==> src/rtl/vga_sync_decoder.sv <==
// vga_sync_decoder: recovers pixel coordinates from VGA syncs and tracks timing lock
module vga_sync_decoder #(
  parameter int H_TOTAL      = 800,
  parameter int H_ACTIVE     = 640,
  parameter int H_SYNC_START = 656,
  parameter int V_TOTAL      = 525,
  parameter int V_ACTIVE     = 480,
  parameter int V_SYNC_START = 490,
  parameter int LOCK_FRAMES  = 2
) (
  input  logic        clk,
  input  logic        rst_n,
  input  logic        vga_hsy,
  input  logic        vga_vsy,
  input  logic        vga_red,
  input  logic        vga_green,
  input  logic        vga_blue,
  output logic [10:0] pix_x,
  output logic [10:0] pix_y,
  output logic        pix_de,
  output logic [2:0]  pix_rgb,
  output logic        locked,
  output logic [10:0] line_len,
  output logic [10:0] frame_lines,
  output logic        sync_err
);
  localparam logic [10:0] HT   = 11'(H_TOTAL);
  localparam logic [10:0] HA   = 11'(H_ACTIVE);
  localparam logic [10:0] HS   = 11'(H_SYNC_START);
  localparam logic [10:0] VT   = 11'(V_TOTAL);
  localparam logic [10:0] VA   = 11'(V_ACTIVE);
  localparam logic [10:0] VS   = 11'(V_SYNC_START);
  localparam logic [10:0] MISS = 11'(2 * H_TOTAL);
  localparam logic [7:0]  LF   = 8'(LOCK_FRAMES);
  typedef enum logic [1:0] {SEARCH, TRACK, LOCK} state_t;
  state_t      state;
  logic        hs_r, vs_r, hs_p, vs_p, first_h;
  logic [2:0]  rgb_r;
  logic [10:0] h_cnt, v_cnt, p_cnt, l_cnt, h_nxt, v_nxt;
  logic [7:0]  good;
  logic        hs_fall, vs_fall, h_wrap, h_bad, v_bad, m_bad, viol, go_lock;

  assign hs_fall = hs_p & ~hs_r;
  assign vs_fall = vs_p & ~vs_r;
  assign h_wrap  = ~hs_fall & (h_cnt == HT - 11'd1);
  assign h_nxt   = hs_fall ? HS : h_wrap ? 11'd0 : h_cnt + 11'd1;
  assign v_nxt   = vs_fall ? VS : !h_wrap ? v_cnt : (v_cnt == VT - 11'd1) ? 11'd0 : v_cnt + 11'd1;
  // the first hsync after entering TRACK closes a period that started while searching
  assign h_bad   = hs_fall & ~first_h & (p_cnt != HT);
  assign v_bad   = vs_fall & (l_cnt != VT);
  assign m_bad   = ~hs_fall & (p_cnt + 11'd1 == MISS);
  assign viol    = (state != SEARCH) & (h_bad | v_bad | m_bad);
  assign go_lock = ~viol & ((state == LOCK) | ((state == TRACK) & vs_fall & (good + 8'd1 == LF)));
  assign pix_x   = h_cnt;
  assign pix_y   = v_cnt;

  // input capture plus one-sample history for sync edge detection
  always_ff @(posedge clk or negedge rst_n)
    if (!rst_n) begin
      hs_r  <= 1'b1;
      vs_r  <= 1'b1;
      hs_p  <= 1'b1;
      vs_p  <= 1'b1;
      rgb_r <= '0;
    end else begin
      hs_r  <= vga_hsy;
      vs_r  <= vga_vsy;
      hs_p  <= hs_r;
      vs_p  <= vs_r;
      rgb_r <= {vga_red, vga_green, vga_blue};
    end

  // position counters, period/line measurement and colour pipeline
  always_ff @(posedge clk or negedge rst_n)
    if (!rst_n) begin
      h_cnt       <= '0;
      v_cnt       <= '0;
      p_cnt       <= '0;
      l_cnt       <= '0;
      line_len    <= '0;
      frame_lines <= '0;
      pix_rgb     <= '0;
    end else begin
      h_cnt   <= h_nxt;
      v_cnt   <= v_nxt;
      p_cnt   <= hs_fall ? 11'd1 : (p_cnt == 11'h7ff) ? p_cnt : p_cnt + 11'd1;
      l_cnt   <= vs_fall ? 11'd0 : (hs_fall && l_cnt != 11'h7ff) ? l_cnt + 11'd1 : l_cnt;
      pix_rgb <= rgb_r;
      if (hs_fall) line_len <= p_cnt;
      if (vs_fall) frame_lines <= l_cnt;
    end

  // lock state machine with registered status and display-enable outputs
  always_ff @(posedge clk or negedge rst_n)
    if (!rst_n) begin
      state    <= SEARCH;
      good     <= '0;
      first_h  <= 1'b0;
      locked   <= 1'b0;
      sync_err <= 1'b0;
      pix_de   <= 1'b0;
    end else begin
      sync_err <= viol;
      locked   <= go_lock;
      pix_de   <= go_lock & (h_nxt < HA) & (v_nxt < VA);
      if (hs_fall) first_h <= 1'b0;
      if (viol) state <= SEARCH;
      else if (state == SEARCH && vs_fall) begin
        state   <= TRACK;
        good    <= '0;
        first_h <= 1'b1;
      end else if (state == TRACK && vs_fall) begin
        good <= good + 8'd1;
        if (go_lock) state <= LOCK;
      end
    end
endmodule

==> config.mk <==
export PLATFORM = sky130hd
export DESIGN_NAME = vga_sync_decoder
export DESIGN_NICKNAME = d
export VERILOG_FILES = /design/src/rtl/vga_sync_decoder.sv
export SDC_FILE = /design/constraint.sdc
export NUM_CORES = 1
export LEC_CHECK = 0
export BUFFER_PORTS_ARGS = -buffer_cell sky130_fd_sc_hd__buf_2
export CAP_MARGIN = 30
export CORE_ASPECT_RATIO = 2
export CORE_MARGIN = 10
export CORE_UTILIZATION = 52
export CTS_CLUSTER_DIAMETER = 30
export CTS_CLUSTER_SIZE = 10
export DETAILED_ROUTE_END_ITERATION = 10
export PLACE_DENSITY = 0.73
export SKIP_CTS_REPAIR_TIMING = 1
export SLEW_MARGIN = 15
export SYNTH_ARGS = -nofsm -noshare
export SYNTH_HDL_FRONTEND = slang
export SYNTH_SLANG_ARGS = --single-unit
==> constraint.sdc <==
create_clock -name clk -period 2.3 [get_ports clk]
set_input_delay 0.46 -clock clk [delete_from_list [all_inputs] [get_ports clk]]
set_output_delay 0.46 -clock clk [all_outputs]
set_load 0.02 [all_outputs]
---- Word-level counts from Yosys, hierarchy flattened ----
Cells that the tools add are included.
storage, ports and cells
  register bits after elaboration ......... 90
cells by class
  bitwise gates (word level) .............. 21
  multiplexer cells ....................... 18
  $add $sub $neg .......................... 5
  eq/ne operators ......................... 11
  reduce and logical (&&, ||, !) cells .... 11
  $lt $le $gt $ge ......................... 2
operators with widths
  kind                                                           number
  2-to-1 mux 11 bit                                              9
  adder 11 x 1 -> 11 bit (second input constant)                 4
  equality test 11 x 10 -> 1 bit (second input constant)         2
  equality test 11 bit (second input constant)                   2
  inequality test 11 x 10 -> 1 bit (second input constant)       2
  2-to-1 mux 8 bit                                               2
  bitwise AND 1 bit                                              13
  less-than comparator 11 x 10 -> 1 bit (second input constant)  1
  less-than comparator 11 x 9 -> 1 bit (second input constant)   1
  inequality test 11 bit (second input constant)                 1
  adder 8 x 1 -> 8 bit (second input constant)                   1
  equality test 8 x 2 -> 1 bit (second input constant)           1
  2-to-1 mux 2 bit                                               4
  nonzero test 2 bit                                             3
  nonzero test 3 bit                                             2
  inverter 1 bit                                                 5
  AND reduction 2 bit                                            2
  logical AND 1 bit                                              3
  2-to-1 mux 1 bit                                               3
  OR 1 bit                                                       3
  equality test 2 x 1 -> 1 bit (second input constant)           1
  equality test 2 bit (second input constant)                    1
  logical NOT 2 bit                                              1
  inequality test 2 bit (second input constant)                  1

---- Depth between registers and ports, before layout ----
  depth after elaboration ................. 13
  mapped depth ............................ 9
  mapped depth without buffers ............ 8

---- Worst setup path before layout ----
OpenSTA, ideal clock, no wires.
  path kind ............................... register -> register
  start ................................... register h_cnt[7], in the netlist pix_x[7]
  end ..................................... register pix_de
  data required time ...................... 2204 ps
  period minus slack after synthesis ...... 2313 ps
  path buffers ............................ 0
  stages on the path, launching flop included .. 7
  setup slack ............................. -13 ps
  arrival time ............................ 2217 ps
  library setup time ...................... 96 ps
  cell sequence ........................... dfrtp_1 > or4_1 > or4_4 > nor4b_4 > xor2_1 > and4bb_1 > nor4_2
on the way
  cells in the longest elaborated chain, start to end .. 7
RTL lines
  what                                                                            line  text
  start, declared                                                                 39    logic [10:0] h_cnt, v_cnt, p_cnt, l_cnt, h_nxt, v_nxt;
  start signal, assigned                                                          84    h_cnt <= h_nxt;
  parallel branches: the longest is 6 deep, another holds adder 11 x 1 -> 11 bit  -
  bitwise AND 1 bit (*)                                                           105   pix_de <= go_lock & (h_nxt < HA) & (v_nxt < VA);
  end signal, assigned                                                            105
  end, declared                                                                   20    output logic pix_de,
Every way passes the cells marked *.
A chain may end at the register's enable or synchronous reset.

---- Worst setup path after layout ----
  start ................................... register hs_r
  end ..................................... register good[0]
on the way
  cells in the longest elaborated chain, start to end .. 9
RTL lines
  what                                      line  text
  start, declared                           37    logic hs_r, vs_r, hs_p, vs_p, first_h;
  start signal, assigned                    66    hs_r <= vga_hsy;
  inverter 1 bit (*)                        43    assign hs_fall = hs_p & ~hs_r;
  bitwise AND 1 bit (*)                     43
  bitwise AND 1 bit (2 in series)           49    assign h_bad = hs_fall & ~first_h & (p_cnt != HT);
  OR 1 bit                                  52    assign viol = (state != SEARCH) & (h_bad | v_bad | m_bad);
  OR 1 bit (*)                              52
  bitwise AND 1 bit (*)                     52
  inverter 1 bit (no source line) (*)       -
  AND reduction 2 bit (no source line) (*)  -
  end signal, assigned                      113   good <= good + 8'd1;
  end, declared                             40    logic [7:0] good;
Mark *: on every way between the ends. The rest lies on a longest branch, timed or not.

==> results.toml <==
[run_status]
status = "finished with violations"
violations = "negative setup slack"

[setup_path]
critPathMaxFanout = 6
arrival_ps = 2600
start_kind = "flip-flop"
endpoint_kind = "flip-flop"
cp_slowest_cell = "o41ai_4"
setup.worst_path.class = "reg2reg"
critPathTopFamily = "compound AO/OA/AOI/OAI gates"
crit_path_max_incr_delay_ps = 640
reg2reg_depth = 6
path_buf_inv = 0
ff2ff_setup_slack_ps = -70
r2r-start = "hs_r$_DFF_PN1_"
crit_chain = "and2b_2, nor3_2, nand3_2, o41ai_4, mux2_4, a22o_1"
cp-startpoint = "hs_r$_DFF_PN1_"
r2r_end = "good[0]$_DFFE_PN0P_"
cp.required_ps = 2530

[die]
rows = 47
die-area_sq_um = 12740
core_sq_um = 8292
die_h_um = 150.0
start_util = 0.5297
io_pins = 57
fp.dieW_um = 84.99

[clock_network]
cts_tree = "done"
clk_pin_slew_ps = 60
clock_latency_ps = 340
clk_path_buf_depth = 2
cts_sinks = 90
root_buffer = "clkbuf_16"
cts-buffers-inserted = 9
htree_levels = 3

[layout]
final-seq-area_sq_um = 2262
drive_gt1_frac = 0.3034
layout_commonest_cell = "nand2_1"
fillerInstances = 646
multi_input_area_sq_um = 2160
final_cell_mix = "95 x nand2_1, 82 x dfrtp_1, 55 x buf_2"
area_delta_synth_final_pct = 26.35
nets = 570
final_area_sq_um = 5549
antenna-diode-count = 0

[synth]
synthTopCellsByArea = "dfrtp_1 49%, nand2_1 8.2%, nor2_1 3.7%, xnor2_1 3.4%, xor2_1 3.0%"
yosysUniqueCellTypes = 59
synth_top_area_frac = 0.4900
synth.avg_cell_area_sq_um = 9.547
yosys_warnings = 0
synth-seq-area-share = 0.5140
synth.largest_area_cell = "dfrtp_1"
ys_async_sr_fraction = 1.000
synth_ff_type = "dfrtp_1"
netlist_area_sq_um = 4392
synth_edf_count = 0
syn-num-nets = 477
ys_ff_latch = 90
synthCells = 460

[sta]
fmax_mhz = 422.0
rsz0062_at_grt = "yes"
skew_ps = 7.330
fin_setup_tns_ps = -87.55
finalMaxSlewViolations = 0
period_share = 1.030
layout_min_cycle_time_ps = 2370
hold_viol = 0
tightest_slew_ps = 622.4
setup_violations = 3
slew_headroom = 0.5836
setup_slack_ps = -69.72

[power_and_ir_drop]
p_leak_nw = 2.609
powerDensity_nw_per_um2 = 788.2
ir_worst_vdd_mv = 0.6424

[drt]
first_pass_iters = 4
wl_per_cell_um = 17.16
num_vias = 3779
remaining_drc_errors = 0
ant_nets = 0
viasPerCell = 5.769
drt-initial-drc-count = 285
wirelength_um = 11240

[global_route]
grt_pass1_wl_um = 18270
overflow = 0
antenna_found_initial = 0
track_usage = 0.1744
grt_max_degree = 42
grt_pass1_vias = 3794

[place]
dp_hpwl_um = 8049
port_buffers = 56
gp_congestion = 0.9374
placed_area_sq_um = 5064
dpl_worst_slack_ps = -55.15

[min_path]
hp-class = "in2async"

[flow_run]
cap_violations = 0
==> worst register-to-register path, cell delays in order, from the launching register on <==
cell     delay, ps
dfstp_2        530
and2b_2        240
nor3_2         180
nand3_2        120
o41ai_4        640
mux2_4         360
a22o_1         180
==> flip-flops by register name, indices dropped and copies added (netlist names), 2 cells and up <==
name / count
l_cnt: 11
pix_y: 11
rgb_r: 3
pix_rgb: 3
p_cnt: 11
good: 8
line_len: 11
pix_x: 11
frame_lines: 11
state: 2
==> Yosys cell counts, types with 9 or more instances <==
master,instances
xor2_1,15
nand4_1,12
a21oi_1,17
inv_1,13
nor4_1,9
nand3_1,26
dfrtp_1,86
o21ai_0,13
nor2_1,43
ha_1,10
xnor2_1,17
nand2_1,96
clkbuf_1,16
==> metal layers <==
metal / GRT usage / routed length (um) / vias to the layer above
met4: 0.08030 / 380 / 0
li1: - / - / 1776
met2: 0.3261 / 6133 / 103
met1: 0.1783 / 4247 / 1862
met5: 0 / 0 / -
met3: 0.03375 / 481 / 38
==> cells by family (layout without fill, tap and decap cells) <==
group / Yosys count / count (layout) / synth area share
XOR/XNOR: 32 / 32 / 0.06382
buffers and inverters: 35 / 132 / 0.03476
flip-flops: 90 / 90 / 0.5140
adder cells (fa/ha/maj): 10 / 10 / 0.02849
multiplexers: 2 / 2 / 0.005128
AND/OR/NAND/NOR: 234 / 234 / 0.2661
AO/OA/AOI/OAI: 57 / 57 / 0.08776
==> metrics by stage <==
step	util	hold WS, ps	cells	total power [mW]
2_1_floorplan	-	164.4	460	2.469
3_3_place_gp	0.6107	332.9	639	2.836
3_5_place_dp	0.6107	338.1	639	2.870
4_1_cts	0.6446	130.8	654	4.259
5_1_grt	0.6692	143.5	655	4.559
6_report	0.6692	100.9	655	4.374
==> cell type report <==
type | instances | area share
clock buffer | 12 | 0.04622
tap | 98 | 0.02210
timing repair buffer | 104 | 0.1215
sequential | 90 | 0.4077
multi-input combinational | 335 | 0.3892
inverter | 13 | 0.008794
clock inverter | 3 | 0.004510
==> where the power goes <==
group / internal [mW] / switching [mW] / total, mW
clock network: 0.791 / 0.597 / 1.39
logic: 0.446 / 0.616 / 1.06
registers: 1.76 / 0.167 / 1.92
total: 2.99 / 1.38 / 4.37
==> worst max-delay path by stage <==
stage / end / slack, ps / cells after the start
floorplan: pix_de$_DFF_PN0_ / 20 / 6
global route: pix_de$_DFF_PN0_ / -120 / 6
global placement: good[2]$_DFFE_PN0P_ / 20 / 10
CTS: good[0]$_DFFE_PN0P_ / -70 / 7
detailed placement: good[2]$_DFFE_PN0P_ / -60 / 10
finish: good[0]$_DFFE_PN0P_ / -70 / 6
(Power assumes the default switching activity.)
